<file path="src/rtl/vga_text_writer_if.sv">
// vga_text_writer_if
// Groups the command handshake and the character-buffer write port of the
// text writer into one bundle.
//   cmd_valid / cmd_ready : command handshake (accept when both are 1)
//   cmd_op                : 00 HEX32, 01 CHAR, 10 CLEAR, 11 reserved
//   cmd_row / cmd_col     : target cell coordinates
//   cmd_data              : HEX32 value, or ASCII code in bits [7:0]
//   wen / w_addr / w_data : one byte written to the buffer per wen cycle
// master: the command source, which also observes the write port.
// slave : the text writer itself.
interface vga_text_writer_if;
    logic        cmd_valid;
    logic        cmd_ready;
    logic [1:0]  cmd_op;
    logic [4:0]  cmd_row;
    logic [6:0]  cmd_col;
    logic [31:0] cmd_data;
    logic        wen;
    logic [11:0] w_addr;
    logic [7:0]  w_data;

    modport master (
        output cmd_valid, cmd_op, cmd_row, cmd_col, cmd_data,
        input  cmd_ready, wen, w_addr, w_data
    );

    modport slave (
        input  cmd_valid, cmd_op, cmd_row, cmd_col, cmd_data,
        output cmd_ready, wen, w_addr, w_data
    );
endinterface

</file>
<file path="src/rtl/vga_text_writer.sv">
// vga_text_writer
// Turns high-level text commands into sequential single-byte writes into the
// COLS x ROWS character buffer: print a 32-bit value as 8 uppercase hex
// digits, put one ASCII character, or clear the whole screen to spaces.
// Ports:
//   clk : system clock, rising edge
//   rst : asynchronous active-high reset
//   bus : vga_text_writer_if.slave (command handshake + buffer write port)
// All write-port outputs are registered; w_addr/w_data hold while wen is low.
module vga_text_writer #(
    parameter int COLS = 80,
    parameter int ROWS = 30
) (
    input  logic               clk,
    input  logic               rst,
    vga_text_writer_if.slave   bus
);

    typedef enum logic [1:0] {IDLE, HEX, CHAR, CLEAR} state_t;

    localparam logic [11:0] LAST_ADDR = 12'(COLS * ROWS - 1);
    localparam logic [5:0]  ROW_LIM   = 6'(ROWS);
    localparam logic [7:0]  COL_LIM   = 8'(COLS);

    state_t      state, state_next;
    logic        wen_q, wen_next;
    logic [11:0] addr_q, addr_next;
    logic [7:0]  data_q, data_next;
    logic [31:0] shift_q, shift_next;
    logic [3:0]  count_q, count_next;

    logic [11:0] base_addr;
    logic [11:0] addr_inc;
    logic        coords_ok;

    function automatic logic [7:0] hex_ascii(input logic [3:0] nib);
        if (nib < 4'd10) begin
            return 8'h30 + {4'h0, nib};
        end
        return 8'h37 + {4'h0, nib};
    endfunction

    assign base_addr = 12'(bus.cmd_row) * 12'(COLS) + 12'(bus.cmd_col);
    assign coords_ok = ({1'b0, bus.cmd_row} < ROW_LIM) && ({1'b0, bus.cmd_col} < COL_LIM);

    // The buffer is treated as one linear ring, so the last cell steps to 0.
    assign addr_inc = (addr_q == LAST_ADDR) ? 12'd0 : addr_q + 12'd1;

    assign bus.cmd_ready = (state == IDLE);
    assign bus.wen       = wen_q;
    assign bus.w_addr    = addr_q;
    assign bus.w_data    = data_q;

    // State and write-port registers. Reset clears wen at once, abandoning
    // any command in flight.
    always_ff @(posedge clk or posedge rst) begin
        if (rst) begin
            state   <= IDLE;
            wen_q   <= 1'b0;
            addr_q  <= 12'd0;
            data_q  <= 8'd0;
            shift_q <= 32'd0;
            count_q <= 4'd0;
        end else begin
            state   <= state_next;
            wen_q   <= wen_next;
            addr_q  <= addr_next;
            data_q  <= data_next;
            shift_q <= shift_next;
            count_q <= count_next;
        end
    end

    // Next-state and next-output logic. The first write of every command is
    // issued on the accepting edge so wen rises in the very next cycle; HEX
    // keeps the remaining nibbles in a left-shifting register and counts the
    // writes already issued.
    always_comb begin
        state_next = state;
        wen_next   = 1'b0;
        addr_next  = addr_q;
        data_next  = data_q;
        shift_next = shift_q;
        count_next = count_q;

        case (state)
            IDLE: begin
                if (bus.cmd_valid) begin
                    case (bus.cmd_op)
                        2'b00: begin
                            if (coords_ok) begin
                                state_next = HEX;
                                wen_next   = 1'b1;
                                addr_next  = base_addr;
                                data_next  = hex_ascii(bus.cmd_data[31:28]);
                                shift_next = {bus.cmd_data[27:0], 4'h0};
                                count_next = 4'd1;
                            end
                        end
                        2'b01: begin
                            if (coords_ok) begin
                                state_next = CHAR;
                                wen_next   = 1'b1;
                                addr_next  = base_addr;
                                data_next  = bus.cmd_data[7:0];
                            end
                        end
                        2'b10: begin
                            state_next = CLEAR;
                            wen_next   = 1'b1;
                            addr_next  = 12'd0;
                            data_next  = 8'h20;
                        end
                        default: begin
                            state_next = IDLE;
                        end
                    endcase
                end
            end
            HEX: begin
                if (count_q == 4'd8) begin
                    state_next = IDLE;
                end else begin
                    wen_next   = 1'b1;
                    addr_next  = addr_inc;
                    data_next  = hex_ascii(shift_q[31:28]);
                    shift_next = {shift_q[27:0], 4'h0};
                    count_next = count_q + 4'd1;
                end
            end
            CHAR: begin
                state_next = IDLE;
            end
            CLEAR: begin
                if (addr_q == LAST_ADDR) begin
                    state_next = IDLE;
                end else begin
                    wen_next  = 1'b1;
                    addr_next = addr_inc;
                    data_next = 8'h20;
                end
            end
            default: begin
                state_next = IDLE;
            end
        endcase
    end

endmodule

</file>
<file path="src/flat_wrapper.sv">
// flat-port wrapper written by rule: the top's interface ports become plain ports
module vga_text_writer_flat 
#(
    parameter int COLS = 80,
    parameter int ROWS = 30
)
  (clk, rst, bus_cmd_valid, bus_cmd_op, bus_cmd_row, bus_cmd_col, bus_cmd_data, bus_cmd_ready, bus_wen, bus_w_addr, bus_w_data);
  vga_text_writer_if bus_i ();
  input  logic clk;
  input  logic rst;
  input wire logic [$bits(bus_i.cmd_valid)-1:0] bus_cmd_valid;
  input wire logic [$bits(bus_i.cmd_op)-1:0] bus_cmd_op;
  input wire logic [$bits(bus_i.cmd_row)-1:0] bus_cmd_row;
  input wire logic [$bits(bus_i.cmd_col)-1:0] bus_cmd_col;
  input wire logic [$bits(bus_i.cmd_data)-1:0] bus_cmd_data;
  output wire logic [$bits(bus_i.cmd_ready)-1:0] bus_cmd_ready;
  output wire logic [$bits(bus_i.wen)-1:0] bus_wen;
  output wire logic [$bits(bus_i.w_addr)-1:0] bus_w_addr;
  output wire logic [$bits(bus_i.w_data)-1:0] bus_w_data;
  assign bus_i.cmd_valid = bus_cmd_valid;
  assign bus_i.cmd_op = bus_cmd_op;
  assign bus_i.cmd_row = bus_cmd_row;
  assign bus_i.cmd_col = bus_cmd_col;
  assign bus_i.cmd_data = bus_cmd_data;
  assign bus_cmd_ready = bus_i.cmd_ready;
  assign bus_wen = bus_i.wen;
  assign bus_w_addr = bus_i.w_addr;
  assign bus_w_data = bus_i.w_data;
  vga_text_writer #(.COLS(COLS), .ROWS(ROWS)) u_core (.clk(clk), .rst(rst), .bus(bus_i));
endmodule
</file>
<file path="config.mk">
export PLATFORM = sky130hd
export DESIGN_NAME = vga_text_writer_flat
export DESIGN_NICKNAME = d
export VERILOG_FILES = /design/src/rtl/vga_text_writer_if.sv /design/src/rtl/vga_text_writer.sv /design/src/flat_wrapper.sv
export SDC_FILE = /design/constraint.sdc
export NUM_CORES = 1
export LEC_CHECK = 0
export BUFFER_PORTS_ARGS = -buffer_cell sky130_fd_sc_hd__buf_4
export CORE_UTILIZATION = 55
export CTS_CLUSTER_DIAMETER = 40
export CTS_CLUSTER_SIZE = 20
export DETAILED_ROUTE_END_ITERATION = 8
export PLACE_DENSITY = 0.89
export SETUP_SLACK_MARGIN = 0.1
export SKIP_LAST_GASP = 1
export SLEW_MARGIN = 20
export SYNTH_ARGS = -nofsm -noshare
export SYNTH_HDL_FRONTEND = slang
export SYNTH_SLANG_ARGS = --single-unit
export TNS_END_PERCENT = 30
</file>
<file path="constraint.sdc">
create_clock -name clk -period 2.1 [get_ports clk]
set_input_delay 0.315 -clock clk [delete_from_list [all_inputs] [get_ports clk]]
set_output_delay 0.315 -clock clk [all_outputs]
set_load 0.05 [all_outputs]
</file>
# After elaboration in Yosys (flattened, before gate mapping)
# Cells that the tools add are included.
# op_classes
add_sub_neg,7
mul,1
n_lt_le_gt_ge,4
n_eq_ne,19
mux,49
reduce_logical,10
# ops
operator,n
32-bit two-way mux,4
8-bit two-way mux,9
32-bit case mux with 2 select lines,1
12-bit two-way mux,5
8-bit case mux with 3 select lines,2
12-bit case mux with 3 select lines,1
"6-bit by 4-bit adder with 7-bit output, first input constant",4
12-bit case mux with 2 select lines,1
4-bit two-way mux,4
"12-bit by 1-bit adder with 12-bit output, second input constant",1
12-bit by 7-bit adder with 12-bit output,1
"12-bit equality test, second input constant",1
1-bit two-way mux,12
"3-bit by 2-bit != test with 1-bit output, second input constant",4
2-bit two-way mux,5
5-bit AND reduction,2
"4-bit < comparator, second input constant",2
"5-bit by 3-bit multiplier with 8-bit output, second input constant",1
"2-bit by 1-bit != test with 1-bit output, second input constant",4
2-bit case mux with 4 select lines,1
4-bit case mux with 2 select lines,1
"7-bit < comparator, second input constant",1
7-bit AND reduction,1
"2-bit equality test, second input constant",3
other kinds (15),19
# word_totals
ff_bits,59
in_bits,49
wordCells,96

# Depth between registers and ports, before layout
# logic_depth
depth_word,11
ltp_mapped,9
mapped_depth_nobuf,9

# Worst setup path before layout
# OpenSTA, ideal clock, no wires.
# synth_timing
path_kind,flip-flop to flip-flop
from,"reg u_core.addr_q[0], in the netlist u_core.bus.w_addr[0]"
to,"reg u_core.addr_q[11], in the netlist u_core.bus.w_addr[11]"
setup_time_ps,123
arrival_ps,2034
required_ps,1977
path_slack_ps,-56
stages_incl_launch_ff,9
n_path_buf,2
period_less_slack_ps,2156
cell_sequence,dfrtp_1 ha_1 and4_1 buf_6 a31o_2 buf_6 o31ai_1 nand2_1 o2bb2ai_1
# synth_via
elab_chain_len,4
# synth_rtl
element,line_no,source
"start, declared",vga_text_writer.sv:27,"logic [11:0] addr_q, addr_next;"
"start signal, assigned",vga_text_writer.sv:67,addr_q <= addr_next;
12-bit by 1-bit adder with 12-bit output or 12-bit equality test (tied branches),"vga_text_writer.sv:47, vga_text_writer.sv:135",
12-bit two-way mux,vga_text_writer.sv:47,assign addr_inc = (addr_q == LAST_ADDR) ? 12'd0 : addr_q + 12'd1;
12-bit two-way mux (on tied branches),"vga_text_writer.sv:135, vga_text_writer.sv:121",
12-bit case mux with 3 select lines,vga_text_writer.sv:86,case (state)
# Several ways; a longest one is shown, not always the timed one. The select of a mux whose other input is x is not followed.
# A chain may end at the register's enable or synchronous reset.

# Worst setup path after layout
# layout_timing
from,in bus_cmd_row[1]
to,"reg u_core.addr_q[10], in the netlist u_core.bus.w_addr[10]"
# layout_via
elab_chain_len,6
# layout_rtl
element,line_no,source
"start, declared",flat_wrapper.sv:13,input wire logic [$bits(bus_i.cmd_row)-1:0] bus_cmd_row;
5-bit by 3-bit multiplier with 8-bit output,vga_text_writer.sv:43,assign base_addr = 12'(bus.cmd_row) * 12'(COLS) + 12'(bus.cmd_col);
12-bit by 7-bit adder with 12-bit output,vga_text_writer.sv:43,
12-bit two-way mux,"vga_text_writer.sv:91, vga_text_writer.sv:101",
12-bit case mux with 2 select lines,vga_text_writer.sv:89,case (bus.cmd_op)
12-bit two-way mux,vga_text_writer.sv:88,if (bus.cmd_valid) begin
12-bit case mux with 3 select lines,vga_text_writer.sv:86,
# Several ways; a longest one is shown, not always the timed one. The select of a mux whose other input is x is not followed.

==> metrics.txt <==
outcome completed; RSZ-0062 raised after global routing yes; Final Hold Fails 0; setup TNS 0 ns; Syn. warnings 0; net count after synthesis between 400 and 500; most common flop cell mapped by yosys dfrtp_1; effective utilization at floorplan 57.6%; post-route DRC violation count 0; share of the synthesized area in the top cell type 39.9%; type of origin of the critical path primary input; synthesis-to-finish area growth 27.6%; min Tclk post-route 2.06 ns; number of nets with antenna violations after detailed routing 0; vias in the first global route 3308; total power density per cell area 1690 mW/mm²; most repeated cell in the gate-level netlist after synthesis nor2_1; latest clock arrival within the worst-skew pair 0.32 ns; Die Outline Area 0.00660 mm²; Net count, final between 500 and 600; R2R Setup Slk 0.12 ns; Bufs on Longest Clock Path 2; Horiz. Die Dim ~80 µm; max-slew violation count 0; final standard cell count with taps included and fillers excluded 568; CTS tree built; critical path endpoint category register; Vias/cell roughly 6.0; crit path kind in2reg; drt pass-1 iters 7; pin count of the biggest net entering global routing 56; final RePlAce weighted congestion 0.866; number of antenna violations at the first check in global routing 0; most instantiated cells after synthesis nor2_1 (58), dfrtp_1 (55), nand2_1 (55); IR drop worst, VDD ~0.001 V; number of max-cap violations 0; Async SR Flop Fraction 100%; Post-synth EDFFs 0; Max Fanout on Critical Path 3; global routing usage summed across all routing layers 28.7%; number of synthesized register bits 55; clock transition at the register clock pins on the worst setup and hold paths after CTS ~0.1 ns; sequential fraction of the synthesis area 39.9%; cell chosen for the clock root clkbuf_8; Syn Std Cell Area 0.00345 mm²; final number of setup-violating endpoints 0; slew at the pin closest to its max-slew limit 0.504 ns; Worst Clk Skew 0.0131 ns; Pleak between 2 and 2.5 nW; Arr. time, crit path between 2 and 2.5 ns; H-Tree Level Count 2; number of CTS-inserted buffers 5; antenna diode count 0; final worst path period share 97.9%; fraction of layout instances using a drive strength above 1 between 20% and 30%; number of cells in the design after placement 554; Std-Cell Rows 28; cells taking the most area after synthesis dfrtp_1 (40%), ha_1 (6.9%), nor2_1 (6.3%); Floorplan Core Area 0.00599 mm²; cts hold-fix bufs 0; library cell occupying the most area in the post-synthesis netlist dfrtp_1; Worst Path Required around 2.3 ns; count of cell types in the netlist 57; estimated wirelength of the detail-placed design 6510 µm; detailed-route wire length 9390 µm; Gate Count Post-Synth just over 400; Overall Power 0.00744 W; post-DR wirelength/cell 16.5 µm; Fillers approximately 440; wire length of the first global-routing pass approximately 15000 µm; highest clock frequency the design can meet 486 MHz; port buffer count 70; Congestion Overflow GR 0; worst slew margin relative to its limit 66.4%; routed vias 3431; HP Class in2async; number of placed I/O pins 71; mean cell area of the mapped netlist 8.40 µm²; number of clock sinks 55; height of the chip 81.2 µm; 1st-iter DRT viols approximately 240
cells by family after synthesis:
kind of cell,count (synthesis),synth area share (%)
AND/OR/NAND/NOR,175,22.7
AO/OA/AOI/OAI,102,20.0
flip-flops,55,39.9
buffers and inverters,45,6.02
adder cells (fa/ha/maj),21,8.05
XOR/XNOR,10,2.54
multiplexers,3,0.906
report_power, final:
group | switching, W | internal (W)
clock network | 0.000360 | 0.000361
logic | 0.00286 | 0.00179
registers | 0.000465 | 0.00160
path summary, 6_finish.rpt:
kind / start / end / cells past startpoint
min in group clk: bus_cmd_data[0] / u_core.shift_q[4] / 3
max in group asynchronous: rst / u_core.bus.w_addr[0] / 3
worst min-delay path: rst / u_core.shift_q[18] / 3
worst max-delay path: bus_cmd_row[1] / u_core.bus.w_addr[10] / 10
worst max register to register: u_core.state[0] / u_core.bus.w_data[3] / 6
worst min register to register: u_core.shift_q[6] / u_core.shift_q[6] / 2
layout by cell type (no fill, tap or decap), types with 4 or more instances in the layout:
cell type / synthesis / final
a21oi_1: 19 / 18
a22o_1: 4 / 4
a31oi_1: 19 / 19
buf_4: 3 / 91
clkbuf_8: 0 / 5
dfrtp_1: 55 / 53
ha_1: 19 / 17
inv_1: 23 / 21
nand2_1: 55 / 55
nand3_1: 14 / 14
nand4_1: 4 / 4
nor2_1: 58 / 57
nor2b_1: 6 / 4
nor3_1: 23 / 21
o21ai_0: 18 / 17
o21ai_1: 5 / 6
o31ai_1: 4 / 4
xnor2_1: 6 / 5
xor2_1: 4 / 4
registers in the layout, summed over array words and instances (netlist names):
signal	cells
u_core.bus.w_data	8
u_core.shift_q	28
u_core.count_q	4
u_core.state	2
u_core.bus.w_addr	12
u_core.bus.wen	1
per-layer routing:
metal / track usage, % / up-vias / share of wire, %
li1: - / 1602 / -
met3: 5.06 / 19 / 5.1
met2: 52.4 / 131 / 52
met5: 0 / - / 0
met4: 10.9 / 0 / 1.9
met1: 33.0 / 1679 / 41
area by class of cell:
| type | instances | area [µm²] | share of cell area [%] |
|---|---|---|---|
| well taps | 75 | 93.8 | 2.13 |
| clock inverters | 2 | 38.8 | 0.880 |
| repair buffers | 96 | 771 | 17.5 |
| flip-flops and latches | 55 | 1380 | 31.3 |
| clock buffers | 6 | 72.6 | 1.65 |
| inverters | 23 | 86.3 | 1.96 |
| multi-input cells | 311 | 1960 | 44.6 |
timing repair:
action / in CTS / in global routing
gates resized for setup: 3 / 18
buffers inserted: 0 / 4
endpoints found under the setup margin: 12 / 32
cloned: 0 / 2
pin swaps: 0 / 9
metrics by stage:
step / setup WS (ns) / area, µm² / utilization, % / hold WS [ns]
after floorplan: 0.0602 / 3460 / - / 0.439
after global placement: -0.133 / 4150 / 69.3 / 0.395
after detailed placement: -0.260 / 4150 / 69.3 / 0.397
after CTS: 0.0573 / 4270 / 71.3 / 0.0527
after global routing: 0.0198 / 4410 / 73.5 / 0.0596
final: 0.0439 / 4410 / 73.5 / 0.0296
worst max-delay path: stages:
cell	delay [ns]
buf_4	0.11
ha_1	0.32
ha_2	0.22
inv_2	0.06
fa_2	0.46
nor2b_2	0.18
o211ai_1	0.13
xor2_1	0.17
a21oi_1	0.18
o21ai_1	0.09
Note: power is estimated with default switching activity, not from simulation.
